$ cat src/rtl/updown_display_counter.sv
// Multi-digit BCD/hex up/down counter with prescaled count enable and a scanned, active-low 7-segment driver.
// Count and wrap_pulse land on the tick edge, seg/digit_sel lag scan index and value by one cycle; no backpressure.
module updown_display_counter #(
  parameter int DIGITS   = 4,
  parameter int HEX      = 0,
  parameter int SATURATE = 0,
  parameter int TICK_DIV = 50000000,
  parameter int SCAN_DIV = 50000
) (
  input  logic                  clock,
  input  logic                  reset,
  input  logic                  enable,
  input  logic                  up_down,
  input  logic                  load,
  input  logic [4*DIGITS-1:0]   load_value,
  output logic [4*DIGITS-1:0]   value,
  output logic                  wrap_pulse,
  output logic [6:0]            seg,
  output logic [DIGITS-1:0]     digit_sel
);

  localparam int PW = $clog2(TICK_DIV);
  localparam int SW = $clog2(SCAN_DIV);
  localparam int IW = (DIGITS > 1) ? $clog2(DIGITS) : 1;

  localparam logic [3:0]    DMAX      = (HEX != 0) ? 4'hF : 4'h9;
  localparam logic [PW-1:0] TICK_LAST = PW'(TICK_DIV - 1);
  localparam logic [SW-1:0] SCAN_LAST = SW'(SCAN_DIV - 1);
  localparam logic [IW-1:0] IDX_LAST  = IW'(DIGITS - 1);

  function automatic logic [6:0] seg_decode(input logic [3:0] d);
    logic [6:0] s;
    s = 7'b1111111;
    case (d)
      4'h0: s = 7'b1000000;
      4'h1: s = 7'b1111001;
      4'h2: s = 7'b0100100;
      4'h3: s = 7'b0110000;
      4'h4: s = 7'b0011001;
      4'h5: s = 7'b0010010;
      4'h6: s = 7'b0000010;
      4'h7: s = 7'b1111000;
      4'h8: s = 7'b0000000;
      4'h9: s = 7'b0010000;
      4'hA: s = 7'b0001000;
      4'hB: s = 7'b0000011;
      4'hC: s = 7'b1000110;
      4'hD: s = 7'b0100001;
      4'hE: s = 7'b0000110;
      4'hF: s = 7'b0001110;
      default: s = 7'b1111111;
    endcase
    return s;
  endfunction

  // ---------------------------------------------------------------- prescaler
  logic [PW-1:0] presc;
  logic          tick;

  assign tick = (presc == TICK_LAST);

  always_ff @(posedge clock or negedge reset) begin
    if (!reset) begin
      presc <= '0;
    end else if (tick) begin
      presc <= '0;
    end else begin
      presc <= presc + PW'(1);
    end
  end

  // ---------------------------------------------------------------- counter
  logic [4*DIGITS-1:0] step_val;
  logic [4*DIGITS-1:0] load_clamped;
  logic [3:0]          cur_d;
  logic                carry;
  logic                all_max;
  logic                all_zero;
  logic                at_bound;

  // Ripple carry/borrow across digits; a full roll-over yields 0 (up) or all-max (down).
  always_comb begin
    step_val     = value;
    load_clamped = load_value;
    cur_d        = 4'h0;
    carry        = 1'b1;
    all_max      = 1'b1;
    all_zero     = 1'b1;
    for (int i = 0; i < DIGITS; i++) begin
      cur_d    = value[4*i +: 4];
      all_max  = all_max  & (cur_d == DMAX);
      all_zero = all_zero & (cur_d == 4'h0);
      if (carry) begin
        if (up_down) begin
          if (cur_d == DMAX) begin
            step_val[4*i +: 4] = 4'h0;
          end else begin
            step_val[4*i +: 4] = cur_d + 4'h1;
            carry = 1'b0;
          end
        end else begin
          if (cur_d == 4'h0) begin
            step_val[4*i +: 4] = DMAX;
          end else begin
            step_val[4*i +: 4] = cur_d - 4'h1;
            carry = 1'b0;
          end
        end
      end
      if ((HEX == 0) && (load_value[4*i +: 4] > 4'h9)) begin
        load_clamped[4*i +: 4] = 4'h9;
      end
    end
    at_bound = up_down ? all_max : all_zero;
  end

  always_ff @(posedge clock or negedge reset) begin
    if (!reset) begin
      value      <= '0;
      wrap_pulse <= 1'b0;
    end else begin
      wrap_pulse <= 1'b0;
      if (load) begin
        value <= load_clamped;
      end else if (tick && enable) begin
        if (!(at_bound && (SATURATE != 0))) begin
          value      <= step_val;
          wrap_pulse <= at_bound;
        end
      end
    end
  end

  // ---------------------------------------------------------------- scan
  logic [SW-1:0] scan_cnt;
  logic [IW-1:0] scan_idx;

  always_ff @(posedge clock or negedge reset) begin
    if (!reset) begin
      scan_cnt <= '0;
      scan_idx <= '0;
    end else if (scan_cnt == SCAN_LAST) begin
      scan_cnt <= '0;
      scan_idx <= (scan_idx == IDX_LAST) ? '0 : scan_idx + IW'(1);
    end else begin
      scan_cnt <= scan_cnt + SW'(1);
    end
  end

  logic [3:0]        shown_digit;
  logic [DIGITS-1:0] sel_next;

  always_comb begin
    shown_digit = 4'h0;
    sel_next    = '1;
    for (int i = 0; i < DIGITS; i++) begin
      if (scan_idx == IW'(i)) begin
        shown_digit = value[4*i +: 4];
        sel_next[i] = 1'b0;
      end
    end
  end

  // Registered so both display buses switch on the same edge and never overlap.
  always_ff @(posedge clock or negedge reset) begin
    if (!reset) begin
      seg       <= 7'b1111111;
      digit_sel <= '1;
    end else begin
      seg       <= seg_decode(shown_digit);
      digit_sel <= sel_next;
    end
  end

endmodule

$ cat config.mk
export PLATFORM = sky130hd
export DESIGN_NAME = updown_display_counter
export DESIGN_NICKNAME = d
export VERILOG_FILES = /design/src/rtl/updown_display_counter.sv
export SDC_FILE = /design/constraint.sdc
export NUM_CORES = 1
export LEC_CHECK = 0
export BUFFER_PORTS_ARGS = -buffer_cell sky130_fd_sc_hd__buf_2
export CAP_MARGIN = 30
export CORE_MARGIN = 1.5
export CORE_UTILIZATION = 46
export CTS_CLUSTER_DIAMETER = 200
export DETAILED_ROUTE_END_ITERATION = 8
export HOLD_SLACK_MARGIN = 0.12
export PLACE_DENSITY = 0.74
export SYNTH_ARGS = -nofsm -noshare
export SYNTH_HDL_FRONTEND = slang
export SYNTH_SLANG_ARGS = --single-unit
$ cat constraint.sdc
create_clock -name clock -period 5.75 [get_ports clock]
set_clock_uncertainty 0.15 [all_clocks]
set_input_delay 0.8625 -clock clock [delete_from_list [all_inputs] [get_ports clock]]
set_output_delay 0.8625 -clock clock [all_outputs]
set_load 0.01 [all_outputs]
# After elaboration in Yosys (flattened, before gate mapping)
# Memory sizes are Yosys's and may differ from the RTL's. A register that Yosys moved wholly into a read port is not among the register bits.
# Index checks and enable logic that the tools add are counted.
# totals
register_bits	65
mem_bits_ro	112
input_bits	21
output_inout_bits	28
mem_count	1
# classes
add_sub_neg	11
n_lt_le_gt_ge	4
n_eq_ne	9
mux	46
n_bitwise	6
reduce_logical	14
# memory_table
memory	words	word_bits	read_ports	rd_ports_with_merged_regs	write_ports	line_no	text
(name not given)	16	7	1	1	0	34	case (d)
# op_table
op	count
2-to-1 mux 4 bit	23
2-to-1 mux 16 bit	3
adder 26 x 1 -> 26 bit (second input constant)	1
equality test 26 bit (second input constant)	1
2-to-1 mux 26 bit	1
2-to-1 mux 1 bit	18
adder 16 x 1 -> 16 bit (second input constant)	1
adder 4 x 1 -> 4 bit (second input constant)	4
equality test 16 bit (second input constant)	1
equality test 4 bit (second input constant)	4
greater-than comparator 4 bit (second input constant)	4
zero test 4 bit	4
subtractor 4 x 1 -> 4 bit (second input constant)	4
nonzero test 2 bit	4
bitwise AND 1 bit	6
AND reduction 2 bit	3
equality test 2 bit (second input constant)	2
adder 2 x 1 -> 2 bit (second input constant)	1
equality test 2 x 1 -> 1 bit (second input constant)	1
zero test 2 bit	1
2-to-1 mux 2 bit	1
logical AND 1 bit	1
zero test 1 bit	1

# Logic depth before layout (Yosys ltp)
# depth
depth_word	8
ltp_mapped	11

# Worst setup path before layout
# No wires, ideal clock.
# synth_path
path_type	input-to-reg
start	in up_down
end	reg value[12]
setup_ps	124
t_arrival_ps	2300
slack_ps	3176
path_stages	6
n_path_buf	1
path_cell_list	clkbuf_1 > or2_2 > nor4_1 > nor2_1 > o31a_1 > o31a_1
# synth_via
elab_chain_cells	5
elab_cells_between_ends	11
cone_classes	9 x mux; 2 x reduce/logical
# synth_rtl
element	line_no	text
start: declaration	13	input logic up_down,
2-to-1 mux 1 bit	94	if (up_down) begin
2-to-1 mux 1 bit (2 in a row)	93	if (carry) begin
nonzero test 2 bit (no source line)	-	
AND reduction 2 bit (no source line)	-	
end signal: assignment	124	value <= load_clamped;
end signal: assignment	127	value <= step_val;
end: declaration	16	output logic [4*DIGITS-1:0] value,
# Several ways; a longest one is shown, not always the timed one. The select of a mux whose other input is x is not followed.
# A chain may end at the register's enable or synchronous reset.

# Worst setup path after layout
# layout_path
start	reg scan_idx[0]
end	reg seg[3]
# layout_via
elab_chain_cells	5
elab_cells_between_ends	8
cone_classes	3 x eq/ne; 4 x mux; 1 x reduce/logical
# layout_rtl
element	line_no	text
start: declaration	136	logic [IW-1:0] scan_idx;
start signal: assignment	144	scan_idx <= (scan_idx == IDX_LAST) ? '0 : scan_idx + IW'(1);
zero test 2 bit	157	if (scan_idx == IW'(i)) begin
2-to-1 mux 4 bit (3 in a row)	157	
2-to-1 mux 4 bit (*)	157	
end: declaration	18	output logic [6:0] seg,
# Mark *: on every way between the ends. The rest lies on a longest branch, timed or not.

==> impl_summary.txt <==
----------------------------------------------------
[GRT]
  Global-route usage over all layers ... between 10% and 20%
  Largest net degree at the start of global routing ... 73
  Vias in the first global route ... 3337
  Number of antenna violations at the first check in global routing ... 0
  Remaining global-route overflow ... 0
  First-pass GRT wire length ... around 16 mm

[Worst setup path]
  Largest delay share family, worst path ... compound AO/OA/AOI/OAI gates
  Biggest cell delay along the critical path ... between 0.5 and 0.6 ns
  WP depth ... 8
  Data arrival time of the critical path ... 2.83 ns
  Terminus of the critical flop-to-flop path ... seg[3]$_DFF_PN1_
  Reg-to-reg setup timing slack ... 3.05 ns
  Critical Path Slowest Stage Cell ... a22oi_1
  Worst reg2reg startpoint ... scan_idx[0]$_DFFE_PN0N_
  Critical path start-end classification ... flop to flop
  Highest fanout seen on the critical path ... 9
  Setup crit start kind ... flop
  Critical-path cell list ... inv_1 -> ha_1 -> a21oi_1 -> o21ai_0 -> a22oi_1 -> inv_1 -> ha_1 -> mux4_2
  Category of the worst setup path capture point ... flop
  Crit path required time ... ~6 ns
  Worst path buffer plus inverter count ... 2
  Count of cells along the worst register-to-register path ... 8

[STA]
  Final min period ... roughly 2.7 ns
  Sum of negative setup slack ... 0 ns
  Final setup violation count ... 0
  Unrepaired setup endpoints after global routing ... no
  Hold violation total from the final report ... 0
  Total count of max-transition violations in the final report ... 0
  Maximum frequency from static timing analysis ... roughly 370 MHz
  Remaining max-slew budget at the tightest pin ... around a quarter
  Transition time at the pin with the least slew margin ... 1.14 ns
  Post-route fraction of the period consumed by the critical path ... between 40% and 50%

[Die]
  Chip height ... roughly 100 µm
  Number of top-level pins ... 49
  Overall die area ... around 10000 µm²
  X dimension of the die ... approximately 100 µm
  Number of rows in the core area ... 35
  Core Region ... 9200 µm²
  Effective utilization at floorplan ... 47.2%

[Logic synthesis]
  Synthesized area per cell ... roughly 9.2 µm²
  Number of distinct standard cells referenced by the synthesized netlist ... 66
  Main flop type after synthesis ... dfrtp_1
  Number of warnings issued by yosys ... 0
  Post-Synthesis Net Count ... a little over 500
  Fraction of registers with async set/reset ... 100%
  Number of synthesized register bits ... ~70
  Cell count after synthesis ... 473
  Sequential element share of the synthesized area ... a little over two fifths
  Summed instance area of the synthesized netlist ... 4340 µm²
  Number of synthesized flops with an enable pin ... 0

[Clock network]
  Hold buffers post-CTS ... 0
  Post-CTS repair timing setup buffer count ... 0
  Clock root buffer master ... clkbuf_8
  Level count of the clock H-tree ... 3
  Cells resized by post-CTS repair ... 0
  Number of sinks driven by the clock tree ... 72
  TritonCTS buffer count ... 9
  Clock-pin slew reported for the worst setup and hold paths after clock tree synthesis ... approximately 0.08 ns
  Clock latency reported for the late side of the worst-skew pair ... approximately 0.35 ns
  CTS tree ... built
  Number of buffers on the longest clock path ... 2

[Drt]
  Drc violations ... 0
  Post-route ant nets ... 0
  Via total after detailed routing ... roughly 3.6k
  Post-detailed-route via-to-cell ratio ... between 5 and 6
  Drt first-iter violations ... approximately 170
  Length of the first detailed-routing pass in iterations ... 4
  Routed wire length ... between 9 and 10 mm
  Routed len/inst ... 14.8 µm

[Final layout]
  Top library cells by usage in the layout, fill and taps aside ... 61 x dfrtp_1, 48 x buf_2, 42 x nor2_1
  Final core area utilization ... a little over half
  NumNets Final ... around 540
  Layout cell share with drive strength beyond 1 ... 18.2%
  Antenna Diode Count ... 0
  Most common cell after layout, fill and taps aside ... dfrtp_1
  Total of fill cells in the finished design ... about 830
  Layout overhead on the synthesized area ... 11.5%

[Placed design]
  Number of buffers inserted by port buffering ... 48
  Placer congestion estimate ... approximately 0.86
  Post-detailed-placement half-perimeter wirelength ... approximately 6.5 mm

[Min path]
  Path type of the worst min-delay path ... flop to flop
  Hold Path End ... scan_cnt[10]$_DFF_PN0_
  Worst hold start ... scan_cnt[10]$_DFF_PN0_
  Worst hold path stage count ... 1

[Power and ir drop]
  Static power due to leakage ... 0.00211 µW
  Power density of the placed cells ... 252 nW/µm²
  IR drop worst, VDD ... between 0.0001 and 0.00015 V
  Overall power consumption ... 1220 µW

[Run status]
  Outcome ... finished clean

[Flow run]
  Max-cap check violation count ... 0

----------------------------------------------------
## report_power, final
| group | internal (µW) | switching (µW) |
|---|---|---|
| registers | 530 | 41.3 |
| logic | 76.2 | 92.6 |
| clock network | 287 | 195 |
## stage by stage
| stage | hold slack (ns) | cell area [µm²] | cells | setup WS [ns] |
|---|---|---|---|---|
| after floorplan | 0.295 | 4340 | 473 | 3.18 |
| after global placement | 0.310 | 4610 | 606 | 2.84 |
| after detailed placement | 0.321 | 4610 | 606 | 2.75 |
| after CTS | 0.335 | 4840 | 622 | 3.04 |
| after global routing | 0.358 | 4840 | 622 | 2.79 |
| final | 0.335 | 4840 | 622 | 3.05 |
## cell type report
| class | count | area (µm²) | share of cell area [%] |
|---|---|---|---|
| timing repair buffer | 50 | 255 | 5.27 |
| sequential | 72 | 1820 | 37.5 |
| tap | 111 | 139 | 2.87 |
| multi-input combinational | 346 | 2300 | 47.4 |
| inverter | 27 | 101 | 2.09 |
| clock inverter | 6 | 108 | 2.22 |
| clock buffer | 10 | 128 | 2.64 |
## worst max-delay path by stage
stage | start | end | slack [ns]
finish | scan_idx[0]$_DFFE_PN0N_ | seg[3]$_DFF_PN1_ | 3.05
floorplan | up_down | value[12]$_DFFE_PN0P_ | 3.18
global route | scan_idx[0]$_DFFE_PN0N_ | seg[3]$_DFF_PN1_ | 2.79
CTS | scan_idx[0]$_DFFE_PN0N_ | seg[3]$_DFF_PN1_ | 3.04
global placement | up_down | value[15]$_DFFE_PN0P_ | 2.84
detailed placement | up_down | value[15]$_DFFE_PN0P_ | 2.75
## metal layers
layer / track usage, % / part of all wire, % / up-vias
li1: - / - / 1762
met1: 25.7 / 45 / 1730
met5: 0 / 0 / -
met4: 7.91 / 2.4 / 0
met3: 4.11 / 3.2 / 16
met2: 32.1 / 49 / 69
## kinds of logic after synthesis
kind of cell	Yosys count	share of synthesized area (%)
compound gates	93	14.5
buf+inv	55	5.36
simple gates	186	22.9
mux	17	4.38
xor+xnor	38	7.66
fa+ha+maj	12	3.46
flops	72	41.8
## sequential cells by signal, indices dropped and copies added, names as in the netlist
name        flops
presc          26
scan_cnt       16
value          16
seg             7
digit_sel       4
scan_idx        2
wrap_pulse      1
## synth_stat cells, types with 6 or more instances
cell	instances	area [µm²]
dfrtp_1	61	1530
nand3b_1	7	52.6
o22ai_1	6	37.5
a21oi_1	15	75.1
nor3_1	11	55.1
xnor2_1	19	166
nor2_1	42	158
clkbuf_1	21	78.8
inv_1	26	97.6
nor4_1	11	68.8
mux2_2	6	67.6
xor2_1	19	166
o31ai_1	7	52.6
nand3_1	26	130
nor2b_1	7	43.8
nand2_1	34	128
nand4_1	9	56.3
ha_1	12	150
mux2i_1	10	100
o21ai_0	17	85.1
and3_1	6	37.5
dfstp_2	11	289
## worst register-to-register path, cell delays in order, from the launching register on
cell	delay [ns]
dfrtp_1	0.42
inv_1	0.08
ha_1	0.30
a21oi_1	0.14
o21ai_0	0.10
a22oi_1	0.53
inv_1	0.14
ha_1	0.28
mux4_2	0.48
No activity file was read; power rests on OpenSTA's default activity.
